## src/rtl/wb_write_arbiter.sv

```systemverilog
// rtl/wb_write_arbiter.sv - writeback arbiter merging ALU results and buffered loads into one bank write port
//
// Purpose:
//    Merges ALU writebacks (priority) and load writebacks (queued in a small
//    FIFO) into a single registered write port. A younger ALU write kills
//    every queued load to the same register, so stale load data never
//    overwrites it. A head entry that has waited STARVE_LIMIT cycles
//    preempts the ALU for one cycle.
//
// Ports:
//    CLK, RST              clock, synchronous active-high reset
//    alu_valid/rd/data     ALU writeback request; alu_ready accepts it
//    ld_valid/rd/data      load writeback request; ld_ready accepts it
//    wdat, en              registered bank write data and one-hot enable
//    pending               registers targeted by live (non-killed) queued loads
//    fifo_count            load FIFO occupancy
module wb_write_arbiter #(
   parameter int WIDTH        = 32,
   parameter int DEPTH        = 2,
   parameter int STARVE_LIMIT = 4
) (
   input  logic                     CLK,
   input  logic                     RST,
   input  logic                     alu_valid,
   input  logic [4:0]               alu_rd,
   input  logic [WIDTH-1:0]         alu_data,
   output logic                     alu_ready,
   input  logic                     ld_valid,
   input  logic [4:0]               ld_rd,
   input  logic [WIDTH-1:0]         ld_data,
   output logic                     ld_ready,
   output logic [WIDTH-1:0]         wdat,
   output logic [31:0]              en,
   output logic [31:0]              pending,
   output logic [$clog2(DEPTH):0]   fifo_count
);

   localparam int AW = $clog2(DEPTH);
   localparam int CW = AW + 1;
   localparam int SW = $clog2(STARVE_LIMIT + 1);

   logic [4:0]       q_rd   [DEPTH];
   logic [WIDTH-1:0] q_data [DEPTH];
   logic [DEPTH-1:0] q_kill;
   logic [AW-1:0]    rd_ptr;
   logic [AW-1:0]    wr_ptr;
   logic [CW-1:0]    count;
   logic [SW-1:0]    starve_cnt;

   logic head_present;
   logic head_kill;
   logic force_head;
   logic alu_wr;
   logic ld_enq;
   logic pop;
   logic head_write;

   assign fifo_count   = count;
   assign head_present = (count != '0);
   assign head_kill    = q_kill[rd_ptr];
   assign force_head   = head_present && !head_kill && (starve_cnt >= SW'(STARVE_LIMIT));
   assign alu_ready    = !force_head && !RST;
   assign ld_ready     = (count < CW'(DEPTH)) && !RST;

   // rd=0 requests are accepted but never written or queued
   assign alu_wr     = alu_valid && alu_ready && (alu_rd != 5'd0);
   assign ld_enq     = ld_valid && ld_ready && (ld_rd != 5'd0);

   // A killed head is discarded regardless of ALU activity; a live head
   // only leaves when the port is free.
   assign pop        = head_present && (head_kill || !alu_wr);
   assign head_write = pop && !head_kill;

   // An entry is occupied when its distance from the head is below count
   always_comb begin
      pending = '0;
      for (int i = 0; i < DEPTH; i++) begin
         if (({1'b0, AW'(AW'(i) - rd_ptr)} < count) && !q_kill[i]) begin
            pending[q_rd[i]] = 1'b1;
         end
      end
   end

   always_ff @(posedge CLK) begin
      if (RST) begin
         en         <= '0;
         wdat       <= '0;
         count      <= '0;
         rd_ptr     <= '0;
         wr_ptr     <= '0;
         q_kill     <= '0;
         starve_cnt <= '0;
      end else begin
         if (alu_wr) begin
            en   <= 32'd1 << alu_rd;
            wdat <= alu_data;
         end else if (head_write) begin
            en   <= 32'd1 << q_rd[rd_ptr];
            wdat <= q_data[rd_ptr];
         end else begin
            en   <= '0;
         end

         // Kill older loads to the register the ALU is overwriting; stale
         // slots may also be marked, which is harmless since enqueue rewrites kill.
         for (int i = 0; i < DEPTH; i++) begin
            if (alu_wr && (q_rd[i] == alu_rd)) begin
               q_kill[i] <= 1'b1;
            end
         end

         if (ld_enq) begin
            q_rd[wr_ptr]   <= ld_rd;
            q_data[wr_ptr] <= ld_data;
            q_kill[wr_ptr] <= alu_wr && (ld_rd == alu_rd);
            wr_ptr         <= wr_ptr + 1'b1;
         end

         if (pop) begin
            rd_ptr <= rd_ptr + 1'b1;
         end

         if (ld_enq && !pop) begin
            count <= count + 1'b1;
         end else if (!ld_enq && pop) begin
            count <= count - 1'b1;
         end

         if (pop || !head_present) begin
            starve_cnt <= '0;
         end else if (!head_kill && (starve_cnt < SW'(STARVE_LIMIT))) begin
            starve_cnt <= starve_cnt + 1'b1;
         end
      end
   end

endmodule

```

## config.mk

```make
export PLATFORM = sky130hd
export DESIGN_NAME = wb_write_arbiter
export DESIGN_NICKNAME = d
export VERILOG_FILES = /design/src/rtl/wb_write_arbiter.sv
export SDC_FILE = /design/constraint.sdc
export NUM_CORES = 1
export LEC_CHECK = 0
export CAP_MARGIN = 15
export CORE_MARGIN = 3
export CORE_UTILIZATION = 32
export CTS_CLUSTER_SIZE = 25
export DETAILED_ROUTE_END_ITERATION = 8
export GPL_TIMING_DRIVEN = 0
export SYNTH_ARGS = -nofsm -noshare
export SYNTH_HDL_FRONTEND = slang
export SYNTH_SLANG_ARGS = --single-unit
```

## constraint.sdc

```tcl
create_clock -name CLK -period 13.81 [get_ports CLK]
set_clock_uncertainty 0.05 [all_clocks]
set_input_delay 2.0715 -clock CLK [delete_from_list [all_inputs] [get_ports CLK]]
set_output_delay 2.0715 -clock CLK [all_outputs]
set_load 0.01 [all_outputs]
```

Word-level counts from Yosys, hierarchy flattened
Memories as Yosys holds them, arrays and structs flattened. A register that Yosys moved wholly into a read port is not among the register bits.
Cells that the tools add are included.

storage, ports and cells
  word-level logic and storage cells = 101
  flip-flop bits (word level) = 73
  RAM bits = 74
  memories = 2
  input bits = 78

cells by class
  equality and inequality tests = 3
  add/sub/neg operators = 7
  bitwise logic cells = 1
  order comparisons = 12
  multiplexer cells = 29
  reductions and logical operators = 38
  shift operators = 2

memory list
  memory  depth  bits a word  read ports  clocked after Yosys merged registers in  wr ports  line  source
  q_data  2      32           1           1                                        1         43    logic [WIDTH-1:0] q_data [DEPTH];
  q_rd    2      5            3           1                                        1         42    logic [4:0] q_rd [DEPTH];

operators by type and width
  operator                                                     count
  2-to-1 mux 32 bit                                            6
  left shift 1 x 5 -> 32 bit (first input constant)            2
  OR 32 bit                                                    1
  logical AND 1 bit                                            21
  2-to-1 mux 1 bit                                             16
  == test 5 bit                                                3
  less-than comparator 5 x 6 -> 1 bit (second input constant)  2
  demux 1 bit (select 5 bit)                                   2
  >= comparator 5 x 1 -> 1 bit (second input constant)         2
  nonzero test 5 bit                                           2
  logical NOT 1 bit                                            9
  2-to-1 mux 2 bit                                             3
  nonzero test 2 bit                                           3
  less-than comparator 1 x 2 -> 1 bit                          2
  less-than comparator 1 x 2 -> 1 bit (second input constant)  2
  adder 3 x 1 -> 3 bit (second input constant)                 1
  >= comparator 3 bit (second input constant)                  1
  less-than comparator 3 bit (second input constant)           1
  adder 1 bit (second input constant)                          2
  adder 2 x 1 -> 2 bit (second input constant)                 1
  bitwise mux 2 bit                                            1
  logical OR 1 bit                                             2
  less-than comparator 2 bit (second input constant)           1
  OR reduction 2 bit                                           1
  other kinds (4)                                              5

Logic depth before layout (Yosys ltp)
Gate-level depths: netlist of run 1.

  word-level depth = 15
  depth in mapped cells = 11
  depth with buffers taken out = 9

Least setup slack after synthesis of run 1
OpenSTA, ideal clock, no wires.

  path type = in2reg
  start = input port RST
  end = register q_kill[1]
  buffers on the path = 0
  stages on the path = 3
  path slack = 7.694 ns
  data required time = 13.446 ns
  arrival time = 5.753 ns
  library setup time = 0.314 ns
  cells stage by stage = or3b_1 a211oi_1 a221oi_1

on the way
  longest elaborated chain between the ends = 9
  elaborated cells between the ends (all ways) = 13

ends and longest elaborated chain
  item                             line    source
  from (decl)                      23      input logic RST,
  logical NOT 1 bit                62, 63
  logical AND 1 bit                62      assign alu_ready = !force_head && !RST;
  logical AND 1 bit (2 in a row)   66      assign alu_wr = alu_valid && alu_ready && (alu_rd != 5'd0);
  logical AND 1 bit                107     if (alu_wr && (q_rd[i] == alu_rd)) begin
  2-to-1 mux 1 bit                 107
  2-to-1 mux 1 bit                 85      if (RST) begin
  bitwise mux 2 bit                115     q_kill[wr_ptr] <= alu_wr && (ld_rd == alu_rd);
  2-to-1 mux 2 bit                 112     if (ld_enq) begin
  to (signal, indexed assignment)  115
  to (decl)                        44      logic [DEPTH-1:0] q_kill;

Several ways; a longest one is shown, not always the timed one. The select of a mux whose other input is x is not followed.
A chain may end at the register's enable or synchronous reset.

Worst setup path in the final report of run 1
  start = input port RST
  end = output port ld_ready

on the way
  longest elaborated chain between the ends = 2

ends and longest elaborated chain
  item               line  source
  logical NOT 1 bit  63    assign ld_ready = (count < CW'(DEPTH)) && !RST;
  logical AND 1 bit  63
  to (decl)          31    output logic ld_ready,

Every way passes these cells.

==> impl_metrics.env, run 1 <==
export IMPL_startpoint_type="input port"
export IMPL_die_h_microns=150.9
export IMPL_synth_cell_types=52
export IMPL_n_antenna_cell=0
export IMPL_syn_avg_cell_area_sq_um=10.58
export IMPL_path_clk_slew_ns=0.06
export IMPL_wl_per_cell_microns=18.92
export IMPL_critical_path_required_ns=11.69
export IMPL_netlist_instances=635
export IMPL_grt_util_all_layers_pct=18.52
export IMPL_start_util_pct=32.88
export IMPL_rsz0062_at_grt="false"
export IMPL_hold_violations=0
export IMPL_ir_worst_vdd_mv=0.09978
export IMPL_routed_wl_met2_mm=10.00
export IMPL_final_cells=1114
export IMPL_period_share_pct=46.29
export IMPL_wl_mm=21.08
export IMPL_intPower_uw=1015
export IMPL_core_area_sq_um=20430
export IMPL_area_delta_synth_final_pct=41.47
export IMPL_num_vias=5942
export IMPL_nets=911
export IMPL_vias_per_cell=5.334
export IMPL_fin_tns_setup_ns=0
export IMPL_p_leak_uw=0.003152
export IMPL_critical_path_endpoint_type="output port"
export IMPL_die_area_sq_um=22760
export IMPL_seqPwrFrac_pct=36.7
export IMPL_cap_violations=0
export IMPL_io_pins=178
export IMPL_final_layout_size_suffix_gt1_share_pct=8.531
export IMPL_io_buffers=172
export IMPL_syn_area_sq_um=6716
export IMPL_yosysWarnings=0
export IMPL_clkPwrFrac_pct=31.0
export IMPL_grt_pass1_wl_mm=32.55
export IMPL_cts_path_max_buffers=2
export IMPL_cts_buffers=17
export IMPL_wl_met1_mm=9.329
export IMPL_total_power_uw=1494
export IMPL_slew_headroom_pct=28.06
export IMPL_h_tree_depth=4
export IMPL_synth_seq_cells=148
export IMPL_cp_arrival_ns=4.27
export IMPL_place_inst=1082
export IMPL_ctsHoldBuffers=0
export IMPL_critical_path_class="input port to output port"
export IMPL_setup_viol=0
export IMPL_outcome="complete, no violations"
export IMPL_drtIter0Drc=345
export IMPL_gp_congestion=0.8916
export IMPL_syn_num_nets=715
export IMPL_gr_total_overflow=0
export IMPL_fmax_mhz=156.4
export IMPL_cts_root_buf="clkbuf_16"
export IMPL_antenna_found_initial=0
export IMPL_die_width_microns=150.9
export IMPL_drc=0
export IMPL_power_share_switching_pct=32.06
export IMPL_dpl_hpwl_mm=15.55
export IMPL_grt_pass1_vias=5890
export IMPL_switching_power_uw=479.1
export IMPL_final_max_slew_violation_count=0
export IMPL_clkSinkCount=148
export IMPL_ys_seq_area_share_pct=55.14
export IMPL_rows=52
export IMPL_ant_nets=0
export IMPL_p_per_area_nw_per_um2=157.3
export IMPL_hold_path_class="flip-flop to flip-flop"
export IMPL_grt_max_degree=17
export IMPL_cts_tree="done"
export IMPL_dr_wl_met3_mm=1.448
export IMPL_first_pass_iters=5
export IMPL_cts_resized=0
export IMPL_path_max_fanout=10
export IMPL_worst_pin_slew_ns=1.069
export IMPL_p_comb_share_pct=32.2
export IMPL_period_minus_slack_ns=6.392
export IMPL_highest_layer="met4"
export IMPL_cts_setup_buffers=0
export IMPL_clk_latency_ns=0.43
## synthesized netlist by cell type (all sizes together)
cell type / n / share of area (%)
o21bai: 1 / 0.17
nor4: 3 / 0.60
a21oi: 72 / 5.4
o31ai: 1 / 0.11
dfxtp: 74 / 22
nand4bb: 3 / 0.50
nand3: 51 / 3.8
ha: 2 / 0.37
nand2b: 5 / 0.47
mux2: 3 / 0.56
o32ai: 3 / 0.39
inv: 7 / 0.39
o21a: 2 / 0.22
a211o: 33 / 4.3
o311a: 1 / 0.15
or3: 3 / 0.28
o21ai: 8 / 0.60
a211oi: 6 / 0.89
a221oi: 2 / 0.26
nor2b: 37 / 3.4
clkbuf: 37 / 2.1
edfxtp: 74 / 33
or3b: 3 / 0.39
nor3: 9 / 0.67
or2: 2 / 0.19
nor4b: 1 / 0.13
nand3b: 8 / 0.89
nand4b: 2 / 0.26
xnor2: 1 / 0.13
xor2: 18 / 2.3
o22a: 1 / 0.13
nor2: 18 / 1.0
mux2i: 2 / 0.35
a2111oi: 32 / 4.2
a21o: 1 / 0.11
buf: 24 / 1.9
o22ai: 58 / 5.4
nand2: 20 / 1.1
nand4: 7 / 0.65
## power groups by stage
stage          Clock, uW  Combinational, uW  Sequential (uW)
2_1_floorplan          0                267              569
3_3_place_gp           0                469              560
3_5_place_dp           0                481              558
4_1_cts              471                483              550
5_1_grt              488                529              555
6_report             464                481              549
## area by class of cell
cell class,count,area [sq um]
plain buffers,61,266.5
clock buffers,25,554.3
clock inverters,7,51.30
fillers,1949,10930
inverters,7,26.28
multi-input cells,419,2740
flip-flops and latches,148,3704
well taps,270,337.8
repair buffers,177,1822
## kinds of logic (layout without fill, tap and decap cells)
| family | after synthesis | after routing | share of synthesized area, % |
|---|---|---|---|
| DFF | 148 | 148 | 55.14 |
| AOI/OAI and AO/OA | 221 | 221 | 22.34 |
| muxes | 5 | 5 | 0.9127 |
| buffers and inverters | 68 | 277 | 4.359 |
| and+or+nand+nor | 172 | 172 | 14.40 |
| xor gates and xnor gates | 19 | 19 | 2.478 |
| adders and majority gates | 2 | 2 | 0.3725 |
## per-layer routing
metal / global-route usage [%] / vias up
li1: - / 2847
met1: 24.32 / 2843
met2: 30.03 / 226
met3: 5.027 / 26
met4: 5.394 / 0
met5: 0 / -
## path summary, 6_finish.rpt
check                                  start                          to  slack (ns)  cells after the start
setup / recovery                         RST                    ld_ready        7.42                      5
hold / removal    starve_cnt[0]$_SDFFE_PP0P_  starve_cnt[0]$_SDFFE_PP0P_        0.50                      2
setup reg to reg  fifo_count[1]$_SDFFE_PP0P_  fifo_count[1]$_SDFFE_PP0P_       11.27                      7
hold reg to reg   starve_cnt[0]$_SDFFE_PP0P_  starve_cnt[0]$_SDFFE_PP0P_        0.50                      2
## registers in the layout, summed over array words and instances, names as in the netlist, named ones only
| signal | count |
|---|---|
| q_data | 64 |
| en | 32 |
| wdat | 32 |
| q_rd | 10 |
| starve_cnt | 3 |
| fifo_count | 2 |
| q_kill | 2 |
| rd_ptr | 1 |
| wr_ptr | 1 |
## critical path, stage by stage
cell and delay [ns]:
clkdlybuf4s50_1 0.70, clkbuf_1 0.48, buf_1 0.41, nor2_1 0.07
clkdlybuf4s50_1 0.52
## per-stage QoR
step	util, %	area, sq um	hold WS, ns	setup slack, ns
2_1_floorplan	-	6716	0.4635	7.694
3_3_place_gp	42.96	8776	0.4871	4.802
3_5_place_dp	43.54	8896	0.4812	7.455
4_1_cts	46.51	9502	0.5026	7.412
5_1_grt	46.51	9502	0.5431	7.268
6_report	46.51	9502	0.4993	7.418
## layout by cell type (no fill, tap or decap), types with 20 or more instances in the layout
master	count
a211o_1	33
nand3_1	51
clkdlybuf4s50_1	172
a2111oi_0	32
o22ai_1	58
nand2_1	20
dfxtp_1	74
clkbuf_1	39
a21oi_1	71
clkbuf_16	21
edfxtp_1	74
nor2b_1	37
Power figures use the tool's default switching activity.
==> inputs of run 2 (changes only) <==
clock period = 6.2 ns   (was 13.81 ns; I/O delays follow)
==> results of run 2 <==
The final DEF is identical to that of run 1. Status: complete, no violations.
Main changes from that run: setup slack after placement 7.455 ns -> 2.128 ns; setup slack after layout 7.418 ns -> 2.091 ns; register-to-register setup slack 11.27 ns -> 3.66 ns; total power 1494 uW -> 3329 uW; worst IR drop on VDD 0.09978 mV -> 0.2223 mV
